## src/rtl/vector_serializer.sv

```systemverilog
// vector_serializer: parallel-to-serial transmitter, LSB first, with a
// one-entry holding register so consecutive words stream without a gap.
// ofirst flags bit 0 of every word; odone pulses as the last bit retires.
module vector_serializer #(
   parameter int   WIDTH      = 8,
   parameter logic IDLE_LEVEL = 1'b0
) (
   input  logic             iclk,
   input  logic             ireset,
   input  logic [WIDTH-1:0] iValor,
   input  logic             iload,
   input  logic             ienable,
   output logic             osenal,
   output logic             oready,
   output logic             ofirst,
   output logic             odone
);

   localparam int CW = (WIDTH > 1) ? $clog2(WIDTH) : 1;
   localparam logic [CW-1:0] LAST = CW'(WIDTH - 1);

   typedef enum logic {IDLE, SHIFT} state_t;

   state_t           r_state;
   logic [WIDTH-1:0] r_sh;
   logic [WIDTH-1:0] r_hold;
   logic [CW-1:0]    r_cnt;
   logic             r_pending;
   logic             r_senal;
   logic             r_first;
   logic             r_done;

   logic             w_accept;
   logic             w_last_adv;
   logic             w_start_in;
   logic             w_start_hold;
   logic             w_park;
   logic [CW-1:0]    w_cnt_nxt;

   // A word can be taken whenever the holding register is empty.
   assign w_accept     = iload & ~r_pending;
   // Retiring the final bit of the word currently on the line.
   assign w_last_adv   = (r_state == SHIFT) & ienable & (r_cnt == LAST);
   // Held word goes out first; a fresh word starts directly only if nothing is held.
   assign w_start_hold = w_last_adv & r_pending;
   assign w_start_in   = w_accept & ((r_state == IDLE) | w_last_adv);
   // Any other accept while shifting parks the word in the holding register.
   assign w_park       = w_accept & (r_state == SHIFT) & ~w_last_adv;
   assign w_cnt_nxt    = r_cnt + CW'(1);

   assign osenal = r_senal;
   assign oready = ~r_pending;
   assign ofirst = r_first;
   assign odone  = r_done;

   // Data registers: shift word and holding word, no reset needed.
   always_ff @(posedge iclk) begin
      if (w_start_hold) begin
         r_sh <= r_hold;
      end else if (w_start_in) begin
         r_sh <= iValor;
      end
      if (w_park) begin
         r_hold <= iValor;
      end
   end

   // Control FSM with registered serial output and frame markers.
   always_ff @(posedge iclk) begin
      if (ireset) begin
         r_state   <= IDLE;
         r_pending <= 1'b0;
         r_cnt     <= '0;
         r_senal   <= IDLE_LEVEL;
         r_first   <= 1'b0;
         r_done    <= 1'b0;
      end else begin
         r_done <= 1'b0;
         case (r_state)
            IDLE: begin
               if (w_start_in) begin
                  r_cnt   <= '0;
                  r_senal <= iValor[0];
                  r_first <= 1'b1;
                  r_state <= SHIFT;
               end
            end
            SHIFT: begin
               if (w_last_adv) begin
                  r_done <= 1'b1;
                  r_cnt  <= '0;
                  if (w_start_hold) begin
                     r_senal   <= r_hold[0];
                     r_first   <= 1'b1;
                     r_pending <= 1'b0;
                  end else if (w_start_in) begin
                     r_senal <= iValor[0];
                     r_first <= 1'b1;
                  end else begin
                     r_state <= IDLE;
                     r_senal <= IDLE_LEVEL;
                     r_first <= 1'b0;
                  end
               end else begin
                  if (ienable) begin
                     r_cnt   <= w_cnt_nxt;
                     r_senal <= r_sh[w_cnt_nxt];
                     r_first <= 1'b0;
                  end
                  if (w_park) begin
                     r_pending <= 1'b1;
                  end
               end
            end
            default: r_state <= IDLE;
         endcase
      end
   end

endmodule
```

## config.mk

```make
export PLATFORM = sky130hd
export DESIGN_NAME = vector_serializer
export DESIGN_NICKNAME = d
export VERILOG_FILES = /design/src/rtl/vector_serializer.sv
export SDC_FILE = /design/constraint.sdc
export NUM_CORES = 1
export LEC_CHECK = 0
export CAP_MARGIN = 20
export CORE_AREA = 2 2 57 54
export CTS_BUF_LIST = sky130_fd_sc_hd__clkbuf_16
export CTS_CLUSTER_SIZE = 12
export DETAILED_ROUTE_END_ITERATION = 8
export DIE_AREA = 0 0 59 56
export SLEW_MARGIN = 30
export SYNTH_ARGS = -nofsm -noshare
export SYNTH_HDL_FRONTEND = slang
export SYNTH_SLANG_ARGS = --single-unit
```

## constraint.sdc

```tcl
create_clock -name iclk -period 4.37 [get_ports iclk]
set_input_delay 0.874 -clock iclk [delete_from_list [all_inputs] [get_ports iclk]]
set_output_delay 0.874 -clock iclk [all_outputs]
set_load 0.01 [all_outputs]
```

==> run_results.csv <==
group,metric,value,unit
final_layout,antenna_cells,0,
cts,holdBufCountCts,0,
critical_path,crit_required,4250,ps
drt,drt_iter0_drc,21,
sta,timing.final.setup_violations,0,
pwr,netSwitchingFraction,18.2,%
place,buffer_ports.inserted,15,
synth,asyncSetResetFlopFracSynth,0,%
sta,grt_setup_unrepaired,"no",
drt,drcViolationCount,0,
synth,synth_cell_types,28,
place,gp_weighted_congestion,0.786,
sta,timing.final.crit_period,2410,ps
synth,ys_warn_count,0,
pwr,power-per-cell-area,430,mW/mm^2
die,floorplan.die.width,59,um
sta,layout_worst_path_cycle_share,55.1,%
sta,finalWorstSetupSlack,1960,ps
cts,clock_tree.htree_level_count,1,
final_layout,finish.instance_area,0.00132,mm^2
critical_path,timing.critical_path.to_type,"flip-flop",
cts,cts-root-buf,"sky130_fd_sc_hd__clkbuf_16",
drt,routed_via_density,5.19,
sta,worst_max_slew_pin_slew,840,ps
pwr,pwr-share-seq,46.5,%
sta,timing.max_slew.rel_slack,44.0,%
pwr,p_leak,0.000464,uW
run,max-cap-violations,0,
sta,finalSetupTns,0,ps
die,initial_core_util,39.1,%
grt,track_usage,11.9,%
grt,first_global_vias,625,
place,detailedPlace.worstSlack,1680,ps
cts,numClockSinks,24,
cts,clk_pin_slew_worst_paths,60,ps
grt,grt_pass1_wl,2.89,mm
cts,post_cts_resize_count,0,
drt,route.final.wire_length,1.67,mm
cts,post-cts-setup-buffers,0,
final_layout,layout_fillers,243,
cts,clock_tree_buf_depth,2,
die,core_box_area,0.00266,mm^2
grt,grt_max_degree,15,
die,placementRows,18,
pwr,power_report.internal_total,464,uW
synth,post-synth-top-area-fraction,46.2,%
grt,antenna_found_initial,0,
drt,route.antenna.remaining_nets,0,
pwr,power.share.clock,45.1,%
cts,tritoncts,"built",
die,die-height,56,um
critical_path,critPathMaxFanout,9,
critical_path,timing_worst_setup_path_type,"in2reg",
cts,clock_buffer_count_from_cts,3,
final_layout,num-nets-final,105,
drt,number_of_optimization_iterations_in_the_first_detailed_route_pass,4,
synth,synthCells,74,
pwr,total_switching_power,103,uW
synth,syn_nets,88,
synth,synth_ff_type,"sky130_fd_sc_hd__edfxtp_1",
synth,edff_count_synth,16,
sta,final.setup_skew,1.57,ps
cts,clock_network_latency_to_the_later_pin_of_the_worst_skew_pair,250,ps
worst_hold_path,min-delay-path-class,"reg2reg",
synth,yosysSeqAreaShare,61.6,%
place,standard_cell_area_after_detailed_placement,0.00121,mm^2
sta,report.final.hold_viol_count,0,
synth,ys_top_cells_by_area,"sky130_fd_sc_hd__edfxtp_1 (46%), sky130_fd_sc_hd__dfxtp_1 (15%), sky130_fd_sc_hd__mux2_1 (8.7%), sky130_fd_sc_hd__mux4_1 (5.1%), sky130_fd_sc_hd__a21oi_1 (2.4%)",
grt,grt_remaining_overflow,0,
pwr,totalPowerFinal,567,uW
die,num_io_pins,16,
critical_path,crit_path_start_kind,"primary input",
critical_path,arrival,2290,ps
synth,syn-mean-instance-area,14.1,um^2
synth,synth_largest_area_cell,"sky130_fd_sc_hd__edfxtp_1",
synth,post_synth_most_frequent_cells,"sky130_fd_sc_hd__edfxtp_1 (16), sky130_fd_sc_hd__dfxtp_1 (8), sky130_fd_sc_hd__mux2_1 (8)",
synth,syn-cell-area,0.00104,mm^2
final_layout,post_route_cells_drive_above_1_share,10.0,%
synth,ys_ff_latch,24,
pwr,ir_drop,0.229,mV
sta,final_report_max_slew_violation_count,0,
synth,yosysMostFrequentCell,"sky130_fd_sc_hd__edfxtp_1",
run_status,status,"finished, final reports clean",
final_layout,syn2layout_area_growth,27.0,%
drt,post_drt_wl_per_cell,13.9,um
sta,achievable-frequency,0.415,GHz
drt,via_count,623,
pwr,pwr-share-comb,8.4,%
place,dpl.hpwl,1.20,mm
die,fp.dieArea,0.00330,mm^2
final timing paths:
check / start / to / slack, ps / cells past startpoint
hold reg to reg: osenal$_SDFFE_PP0P_ / osenal$_SDFFE_PP0P_ / 460 / 2
setup / recovery: ienable / r_sh[3]$_DFFE_PP_ / 1960 / 3
setup reg to reg: r_cnt[0]$_SDFFE_PP0P_ / r_sh[3]$_DFFE_PP_ / 2290 / 4
hold / removal: osenal$_SDFFE_PP0P_ / osenal$_SDFFE_PP0P_ / 460 / 2
power groups by stage:
| stage | sequential, uW | combinational, uW | clock (uW) |
|---|---|---|---|
| after global routing | 265 | 52.4 | 275 |
| after detailed placement | 268 | 48.2 | 0 |
| final | 264 | 47.7 | 256 |
| after global placement | 268 | 47.6 | 0 |
| after CTS | 264 | 48.4 | 265 |
| after floorplan | 265 | 28.7 | 0 |
sequential cells by signal (all words and copies together), names as in the netlist:
signal     cells
r_hold         8
osenal         1
ofirst         1
r_cnt          3
r_state        1
r_pending      1
odone          1
r_sh           8
cell usage in the layout (no fill, tap or decap), types with 3 or more instances in the layout:
cell type and count:
sky130_fd_sc_hd__a21oi_1 5, sky130_fd_sc_hd__clkbuf_16 3, sky130_fd_sc_hd__clkdlybuf4s50_1 15, sky130_fd_sc_hd__dfxtp_1 8, sky130_fd_sc_hd__edfxtp_1 16, sky130_fd_sc_hd__mux2_1 8, sky130_fd_sc_hd__nand2_1 5, sky130_fd_sc_hd__nor2_1 5
cell families (layout without fill, tap and decap cells):
group | Yosys count | in the layout | synth area share [%]
mux | 12 | 12 | 15.8
simple gates | 17 | 17 | 8.79
compound gates | 14 | 14 | 9.51
buf+inv | 5 | 21 | 1.93
fa+ha+maj | 2 | 2 | 2.41
flops | 24 | 24 | 61.6
worst max-delay path: stages:
cell and delay [ps]:
sky130_fd_sc_hd__clkdlybuf4s50_1 590, sky130_fd_sc_hd__nand2_2 120, sky130_fd_sc_hd__a22oi_1 700
final cells by class:
cell class              instances  area [um^2]  area share [%]
repair buffers                 15          150            11.4
well taps                      30         37.5            2.84
inverters                       2         7.51           0.569
clock inverters                 1         30.0            2.27
flip-flops and latches         24          641            48.5
clock buffers                   3         75.1            5.69
multi-input cells              45          379            28.7
per-stage QoR:
stage / hold slack [ps] / utilization (%) / instances
final: 461 / 49.7 / 120
after global routing: 482 / 49.7 / 120
after CTS: 462 / 49.7 / 120
after detailed placement: 453 / 45.7 / 116
after global placement: 449 / 45.7 / 116
after floorplan: 436 / - / 74
per-layer routing:
layer / global-route usage (%) / share of wire, %
met1: 16.1 / 46
met2: 16.5 / 48
met3: 6.28 / 5.7
met4: 3.57 / 0.48
met5: 0 / 0
(Power assumes the default switching activity.)
